## config.mk

```make
export PLATFORM = sky130hd
export DESIGN_NAME = radar_barrido
export DESIGN_NICKNAME = d
export VERILOG_FILES = /design/src/rtl/radar_pkg.sv /design/src/rtl/radar_servo_pwm.sv /design/src/rtl/radar_barrido.sv
export SDC_FILE = /design/constraint.sdc
export NUM_CORES = 1
export LEC_CHECK = 0
export CAP_MARGIN = 20
export CORE_UTILIZATION = 55
export CTS_BUF_LIST = sky130_fd_sc_hd__clkbuf_8 sky130_fd_sc_hd__clkbuf_16
export CTS_CLUSTER_DIAMETER = 200
export DETAILED_ROUTE_END_ITERATION = 8
export DONT_BUFFER_PORTS = 1
export PLACE_DENSITY = 0.69
export SYNTH_ARGS = -nofsm -noshare
export SYNTH_HDL_FRONTEND = slang
export SYNTH_SLANG_ARGS = --single-unit
```

## constraint.sdc

```tcl
create_clock -name clk -period 4.55 [get_ports clk]
set_clock_uncertainty 0.1 [all_clocks]
set_input_delay 1.1375 -clock clk [delete_from_list [all_inputs] [get_ports clk]]
set_output_delay 1.1375 -clock clk [all_outputs]
set_load 0.01 [all_outputs]
```

## src/rtl/radar_pkg.sv

```systemverilog
// radar_pkg: shared states, slot indices and constants for the radar sweep sequencer
package radar_pkg;
  typedef enum logic [2:0] {IDLE, MOVE, SETTLE, MEASURE, STORE, DONE} state_e;
  localparam logic [1:0] SLOT_L = 2'd0;
  localparam logic [1:0] SLOT_C = 2'd1;
  localparam logic [1:0] SLOT_R = 2'd2;
  localparam logic [8:0] DIST_MAX = 9'h1FF;
  localparam logic [1:0] CLOSEST_NONE = 2'd3;
  // Nearest answering slot as {index, distance}; ties resolve toward the lower index
  function automatic logic [10:0] pick_closest(input logic [2:0][8:0] d, input logic [2:0] t);
    logic [1:0] idx;
    logic [8:0] best;
    idx = CLOSEST_NONE;
    best = DIST_MAX;
    for (int i = 0; i < 3; i++)
      if (!t[i] && (idx == CLOSEST_NONE || d[i] < best)) begin
        idx = 2'(i);
        best = d[i];
      end
    return {idx, best};
  endfunction
endpackage

```

## src/rtl/radar_servo_pwm.sv

```systemverilog
// radar_servo_pwm: servo frame generator whose pulse width only changes on a frame boundary
module radar_servo_pwm #(
  parameter int PWM_PERIOD = 2_000_000,
  parameter int PULSE_C    = 150_000,
  parameter int WW         = $clog2(PWM_PERIOD + 1)
) (
  input  logic          clk,
  input  logic          rst,
  input  logic          req_we_i,
  input  logic [WW-1:0] req_width_i,
  output logic          servo_pwm_o,
  output logic          synced_o
);
  localparam int CW = $clog2(PWM_PERIOD);
  logic [CW-1:0] cnt_q, cnt_d;
  logic [WW-1:0] act_q, act_d, req_q, req_d;
  logic wrap;
  assign wrap = cnt_q == CW'(PWM_PERIOD - 1);
  // Requested width waits in req_q and is adopted by the active frame only at the wrap
  always_comb begin
    cnt_d = wrap ? '0 : cnt_q + 1'b1;
    req_d = req_we_i ? req_width_i : req_q;
    act_d = wrap ? req_q : act_q;
  end
  // Frame counter and width registers
  always_ff @(posedge clk or posedge rst)
    if (rst) begin
      cnt_q <= '0;
      act_q <= WW'(PULSE_C);
      req_q <= WW'(PULSE_C);
    end else begin
      cnt_q <= cnt_d;
      act_q <= act_d;
      req_q <= req_d;
    end
  assign servo_pwm_o = ~rst & (WW'(cnt_q) < act_q);
  assign synced_o = cnt_q == '0 && act_q == req_q;
endmodule

```

## src/rtl/radar_barrido.sv

```systemverilog
// radar_barrido: three-angle servo sweep that requests and collects ultrasonic ranges; RADAR_CLOSEST_EN adds nearest-slot outputs
module radar_barrido
  import radar_pkg::*;
#(
  parameter int PWM_PERIOD  = 2_000_000,
  parameter int PULSE_L     = 200_000,
  parameter int PULSE_C     = 150_000,
  parameter int PULSE_R     = 100_000,
  parameter int SETTLE_CYC  = 30_000_000,
  parameter int TIMEOUT_CYC = 6_000_000,
  parameter int DIST_W      = 9
) (
  input  logic              clk,
  input  logic              rst,
  input  logic              start,
  output logic              busy,
  output logic              servo_pwm,
  output logic              us_init,
  input  logic              us_done,
  input  logic [DIST_W-1:0] us_dist,
  output logic [DIST_W-1:0] dist_l,
  output logic [DIST_W-1:0] dist_c,
  output logic [DIST_W-1:0] dist_r,
  output logic [2:0]        tout,
`ifdef RADAR_CLOSEST_EN
  output logic [1:0]        closest,
  output logic [DIST_W-1:0] closest_dist,
`endif
  output logic              valid
);
  localparam int SW = $clog2(SETTLE_CYC);
  localparam int TW = $clog2(TIMEOUT_CYC);
  localparam int WW = $clog2(PWM_PERIOD + 1);
  state_e state_q, state_d;
  logic [1:0] slot_q, slot_d;
  logic [SW-1:0] settle_q, settle_d;
  logic [TW-1:0] tmo_q, tmo_d;
  logic [2:0][DIST_W-1:0] dist_q, dist_d;
  logic [2:0] tout_q, tout_d;
  logic req_we, synced, got, expired;
  logic [WW-1:0] req_width;
  radar_servo_pwm #(.PWM_PERIOD(PWM_PERIOD), .PULSE_C(PULSE_C), .WW(WW)) u_pwm (
    .clk(clk),
    .rst(rst),
    .req_we_i(req_we),
    .req_width_i(req_width),
    .servo_pwm_o(servo_pwm),
    .synced_o(synced)
  );
  // The first MEASURE cycle may still see the previous slot's done level, so it is skipped
  assign got = state_q == MEASURE && tmo_q != '0 && us_done;
  assign expired = tmo_q == TW'(TIMEOUT_CYC - 1);
  // Next-state, counters, result capture and servo width requests
  always_comb begin
    state_d = state_q;
    slot_d = slot_q;
    settle_d = settle_q;
    tmo_d = tmo_q;
    dist_d = dist_q;
    tout_d = tout_q;
    req_we = 1'b0;
    req_width = WW'(PULSE_C);
    case (state_q)
      IDLE: if (start) begin
        slot_d = SLOT_L;
        req_we = 1'b1;
        req_width = WW'(PULSE_L);
        state_d = MOVE;
      end
      MOVE: if (synced) begin
        settle_d = '0;
        state_d = SETTLE;
      end
      SETTLE: if (settle_q == SW'(SETTLE_CYC - 1)) begin
        tmo_d = '0;
        state_d = MEASURE;
      end else settle_d = settle_q + 1'b1;
      MEASURE: if (got || expired) begin
        dist_d[slot_q] = got ? us_dist : DIST_W'(DIST_MAX);
        tout_d[slot_q] = !got;
        state_d = STORE;
      end else tmo_d = tmo_q + 1'b1;
      STORE: if (slot_q == SLOT_R) state_d = DONE;
      else begin
        slot_d = slot_q == SLOT_L ? SLOT_C : SLOT_R;
        req_we = 1'b1;
        req_width = slot_q == SLOT_L ? WW'(PULSE_C) : WW'(PULSE_R);
        state_d = MOVE;
      end
      DONE: begin
        req_we = 1'b1;
        state_d = IDLE;
      end
      default: state_d = IDLE;
    endcase
  end
  // Sequencer state, counters and published results
  always_ff @(posedge clk or posedge rst)
    if (rst) begin
      state_q <= IDLE;
      slot_q <= SLOT_L;
      settle_q <= '0;
      tmo_q <= '0;
      dist_q <= '0;
      tout_q <= '0;
    end else begin
      state_q <= state_d;
      slot_q <= slot_d;
      settle_q <= settle_d;
      tmo_q <= tmo_d;
      dist_q <= dist_d;
      tout_q <= tout_d;
    end
  assign busy = state_q != IDLE;
  assign us_init = state_q == MEASURE;
  assign valid = state_q == DONE;
  assign dist_l = dist_q[SLOT_L];
  assign dist_c = dist_q[SLOT_C];
  assign dist_r = dist_q[SLOT_R];
  assign tout = tout_q;
`ifdef RADAR_CLOSEST_EN
  logic [1:0] closest_q;
  logic [DIST_W-1:0] cdist_q;
  logic [10:0] pick;
  assign pick = pick_closest(dist_q, tout_q);
  // Latch the nearest answering slot as the sweep enters DONE
  always_ff @(posedge clk or posedge rst)
    if (rst) begin
      closest_q <= CLOSEST_NONE;
      cdist_q <= DIST_W'(DIST_MAX);
    end else if (state_q == STORE && slot_q == SLOT_R) begin
      closest_q <= pick[10:9];
      cdist_q <= DIST_W'(pick[8:0]);
    end
  assign closest = closest_q;
  assign closest_dist = cdist_q;
`endif
endmodule

```

======== Yosys cells after proc, flatten, opt, wreduce, memory -nomap -nowiden ========
Index checks and enable logic that the tools add are counted.
cells by class
  mux-type cells .......................... 31
  eq/ne operators ......................... 17
  bitwise gates (word level) .............. 2
  $lt $le $gt $ge ......................... 3
  add/sub/neg operators ................... 3
  reduce and logical (&&, ||, !) cells .... 19
operator list
  kind                                                              count
  25-bit 2-to-1 mux                                                 2
  25-bit one-hot mux with 2 select lines                            1
  23-bit 2-to-1 mux                                                 2
  23-bit one-hot mux with 2 select lines                            1
  18-bit 2-to-1 mux                                                 2
  18-bit one-hot mux with 2 select lines                            1
  27-bit bitwise mux                                                1
  25-bit by 1-bit adder with 25-bit output (second input constant)  1
  25-bit equality test (second input constant)                      1
  23-bit by 1-bit adder with 23-bit output (second input constant)  1
  23-bit equality test (second input constant)                      1
  23-bit nonzero test                                               1
  21-bit by 1-bit adder with 21-bit output (second input constant)  1
  21-bit equality test                                              1
  21-bit equality test (second input constant)                      1
  21-bit zero test                                                  1
  21-bit < comparator                                               1
  21-bit 2-to-1 mux                                                 1
  9-bit demux with 2-bit select                                     1
  9-bit 2-to-1 mux                                                  2
  17-bit 2-to-1 mux                                                 1
  3-bit 2-to-1 mux                                                  5
  3-bit one-hot mux with 5 select lines                             1
  2-bit != test (second input constant)                             6
  25 further kinds                                                  38
storage, ports and cells
  output and inout bits ................... 34
  bits in registers ....................... 146
  input port bits ......................... 13
  word-level logic and storage cells ...... 86

======== Depth between registers and ports, before layout ========
  depth after elaboration ................. 6
  mapped depth ............................ 9
  depth with buffers taken out ............ 7

======== Modules after synthesis ========
Synthesis repeated with hierarchy kept, for this count alone.
unflattened totals
  cell total of the unflattened synthesis .. 769
  area total of the unflattened synthesis .. 7747.4 um^2
by module, submodules not included
  module           cells each  times used  area an instance (um^2)  sequential area each (um^2)
  radar_barrido    455         1           4436.8                   2077.0
  radar_servo_pwm  314         1           3310.7                   1596.5

======== Worst setup path before layout ========
Ideal clock, no wire load.
  path type ............................... reg-to-output
  start ................................... register u_pwm.act_q[11]
  end ..................................... output servo_pwm
  data required time ...................... 3313 ps
  buffers on the path ..................... 0
  path slack .............................. 1494 ps
  arrival time ............................ 1819 ps
  stages on the path, launching flop included .. 8
  cell sequence ........................... dfstp_2 inv_1 ha_1 and4b_1 a22oi_1 a21oi_1 nor4b_1 o311a_1
between the ends
  longest elaborated chain between the ends .. 2
RTL lines
  item                    RTL line               text
  from (decl)             radar_servo_pwm.sv:16  logic [WW-1:0] act_q, act_d, req_q, req_d;
  from (signal assigned)  radar_servo_pwm.sv:29  act_q <= WW'(PULSE_C);
  from (signal assigned)  radar_servo_pwm.sv:33  act_q <= act_d;
  21-bit < comparator     radar_servo_pwm.sv:36  assign servo_pwm_o = ~rst & (WW'(cnt_q) < act_q);
  1-bit AND               radar_servo_pwm.sv:36
  to (decl)               radar_barrido.sv:17    output logic servo_pwm,
No other way between the ends.

======== Final worst setup path ========
Ends and elaborated chain as after synthesis.

==> metrics.md <==
| Metric | Value |
|---|---|
| Clk sinks | 114 |
| Net Count, Synth | 642 |
| Post-route DRC | 0 |
| Count leader, synth | dfrtp_1 |
| Synth Warn # | 0 |
| Peak supply drop | 0.000276 V |
| Die width | 108 µm |
| Antenna Nets Post-Route | 0 |
| Total CTS buffers | 17 |
| Number of top-level pins | 47 |
| R2r setup slk | 1.37 ns |
| Critical path class | reg -> out |
| WP data required | 3.31 ns |
| Share of the synthesized area in the top cell type | 0.440 |
| Total length of routed wires | 13800 µm |
| Critical path's slowest cell | dfstp_2 |
| Fmax | 0.265 GHz |
| Synth area leader | dfrtp_1 |
| Cell area after synthesis | 0.00615 mm² |
| Final HPWL DP | 9140 µm |
| IO Port Bufs | 0 |
| Synth top cells by count | 108 x dfrtp_1, 51 x nand2_1, 38 x nor2_1 |
| M2 GR Usage | 0.408 |
| Fraction of layout cells with a size suffix above 1 | 0.135 |
| Post-synthesis sequential area ratio | 0.465 |
| Min cycle time layout | 3.78 ns |
| Max-slew violation count | 0 |
| MaxCap Viol Count | 0 |
| Root Driver | clkbuf_8 |
| Met1 track demand over resource | 0.334 |
| Gr usage total | 0.260 |
| M3 GR Usage | 0.0769 |
| PnR Total Power | 2.34 mW |
| CP delay by family, top | compound AO/OA/AOI/OAI gates |
| Layout area overhead | 11.9% |
| Vias in the first global route | 4869 |
| Total grt overflow | 0 |
| Nature of the critical path endpoint | output pin |
| Final hold vios | 0 |
| Post-DP Area | 0.00628 mm² |
| Initial antenna violation count | 0 |
| CP max FO | 5 |
| Power per cell area | 341 mW/mm² |
| Post-synth EDFFs | 0 |
| Final Setup Violations | 0 |
| Hold-fix buffers, CTS | 0 |
| CP peak stage delay | 0.53 ns |
| Finished Cell Area | 0.00688 mm² |
| Synth unique cells | 61 |
| Share of flip-flops with an asynchronous set or reset | 1.00 |
| Crit path DAT | 2.54 ns |
| Syn Area/Cell | 10.0 µm² |
| Via Count | 4817 |
| Reg2Reg Depth | 5 |
| Core ar. | 0.0109 mm² |
| Die Height | 108 µm |
| Flop and latch count out of synthesis | 114 |
| Iteration-0 DRC Markers | 326 |
| Post-DR vias/cell | 6.33 |
| Initial core utilization | 0.565 |
| Clk_lat worst skew | 0.53 ns |
| Most area-consuming cells after synthesis | dfrtp_1 44%, mux2_2 5.9%, xnor2_1 3.4% |
| Leak Pwr | 2.64 nW |
| Hold Crit Class | in -> async |
| Largest buffer count on any clock path | 2 |
| Clk slew on worst S/H paths | 0.05 ns |
| First-pass GRT wire length | 23300 µm |
| Critical R2R Launch | tmo_q[9] |
| CP startpoint kind | flop |
| Crit-path cells | inv_1, ha_1, and4b_1, a22oi_1, a21oi_1, nor4b_1, o311a_1 |
| Sum Neg Setup Slack | 0 ns |
| Routed WL per cell | 18.1 µm |
| Routability cong. | 0.876 |
| Antenna diode count | 0 |
| Outcome | finished, final reports clean |
| Post-synth top flop | dfrtp_1 |
| Drt pass-1 iters | 5 |
| RSZ-0062 raised after global routing | false |
| Least-Margin Pin Slew | 1.11 ns |
| Busiest layer in global routing | met2 |
| Worst flop-to-flop path endpoint | dist_l[5] |
| Slew headroom | 0.256 |
| Crit share post-route | 0.830 |
| Post-CTS Setup Repair Bufs | 0 |
| Row count | 38 |
| Largest net degree at the start of global routing | 85 |
| PostCTS Resize Cnt | 0 |
| CP bufs+invs | 1 |
| Htree depth | 4 |
| Fin nets | 637 |
| CTS tree | done |
| DIE AREA | 0.0116 mm² |
| Syn Inst Count | 613 |
-- flip-flops by register name, indices dropped and copies added, names as in the netlist --
signal / cells
dist_l: 9
dist_r: 9
dist_c: 9
u_pwm.cnt_q: 21
settle_q: 25
tmo_q: 23
u_pwm.act_q: 5
slot_q: 2
state_q: 3
u_pwm.req_q: 5
tout: 3
-- per-stage QoR --
stage / setup slack (ns) / util / cells / hold WS, ns
finish: 0.772 / 0.632 / 761 / 0.293
global route: 0.605 / 0.632 / 761 / 0.286
CTS: 0.740 / 0.629 / 760 / 0.388
detailed placement: 1.34 / 0.577 / 728 / 0.383
global placement: 1.40 / 0.577 / 728 / 0.370
floorplan: 0.307 / - / 613 / 0.353
-- worst reg2reg max path, stage by stage, from the launching register on --
cell and delay, ns:
dfrtp_1 0.44, nor4_1 0.40, nand4_1 0.19, or4_1 0.69
a2111oi_4 0.81, mux2_2 0.42
-- how the worst max path moves through the flow --
stage	startpoint	endpoint	slack [ns]	depth (start not counted)
5_1_grt	u_pwm.act_q[11]	servo_pwm	0.60	7
6_report	u_pwm.act_q[11]	servo_pwm	0.77	7
3_5_place_dp	u_pwm.act_q[11]	servo_pwm	1.34	7
4_1_cts	u_pwm.act_q[11]	servo_pwm	0.74	7
2_1_floorplan	rst	dist_c[0]	0.31	1
3_3_place_gp	u_pwm.act_q[11]	servo_pwm	1.40	7
-- metal layers --
layer  part of all wire  wire length, µm  vias up
met5                  0                0        -
met4              0.017              232        0
met3              0.052              719       27
met2               0.48             6660      124
met1               0.45             6170     2386
li1                   -                -     2280
-- cell usage in the layout, fill, tap and decap left out, types with 4 or more instances in the layout --
cell type,netlist,final
nand4_1,24,24
and2_1,5,5
or4_1,9,9
dfrtp_1,108,108
o31ai_1,7,6
ha_1,16,16
nor4bb_1,5,5
xnor2_1,24,24
o21ai_0,14,14
nand3_1,31,31
buf_4,0,7
and4_1,7,7
a21oi_1,17,17
o211ai_1,4,4
a22o_1,11,11
inv_1,20,26
nor2_1,38,38
nor2b_1,5,5
xor2_1,10,10
and3_1,5,5
nor4_1,20,18
a211o_1,5,5
a221o_1,11,11
clkbuf_16,0,16
nor3_1,23,23
nand2_1,51,51
or3_1,16,16
dfstp_2,6,6
mux2_2,32,32
a21o_1,6,6
-- layout make-up --
type / count / area [µm²]
timing repair buffer: 8 / 80.1
inverter: 20 / 77.6
sequential: 114 / 2860
tap: 140 / 175
multi-input combinational: 447 / 3110
fill: 881 / 4010
clock inverter: 13 / 131
clock buffer: 19 / 442
-- logic make-up after synthesis --
group,share of synthesized area
AO/OA/AOI/OAI,0.129
buffers and inverters,0.0324
XOR/XNOR,0.0484
AND/OR/NAND/NOR,0.229
flip-flops,0.465
multiplexers,0.0635
adder cells (fa/ha/maj),0.0326
-- power by group --
part	switching [mW]	leakage (nW)	internal (mW)	total (mW)
clock network	0.451	0.310	0.845	1.30
registers	0	1.29	1.02	1.02
logic	0.0262	1.05	0.00562	0.0318
total	0.477	2.64	1.87	2.34
Power figures use the tool's default switching activity.
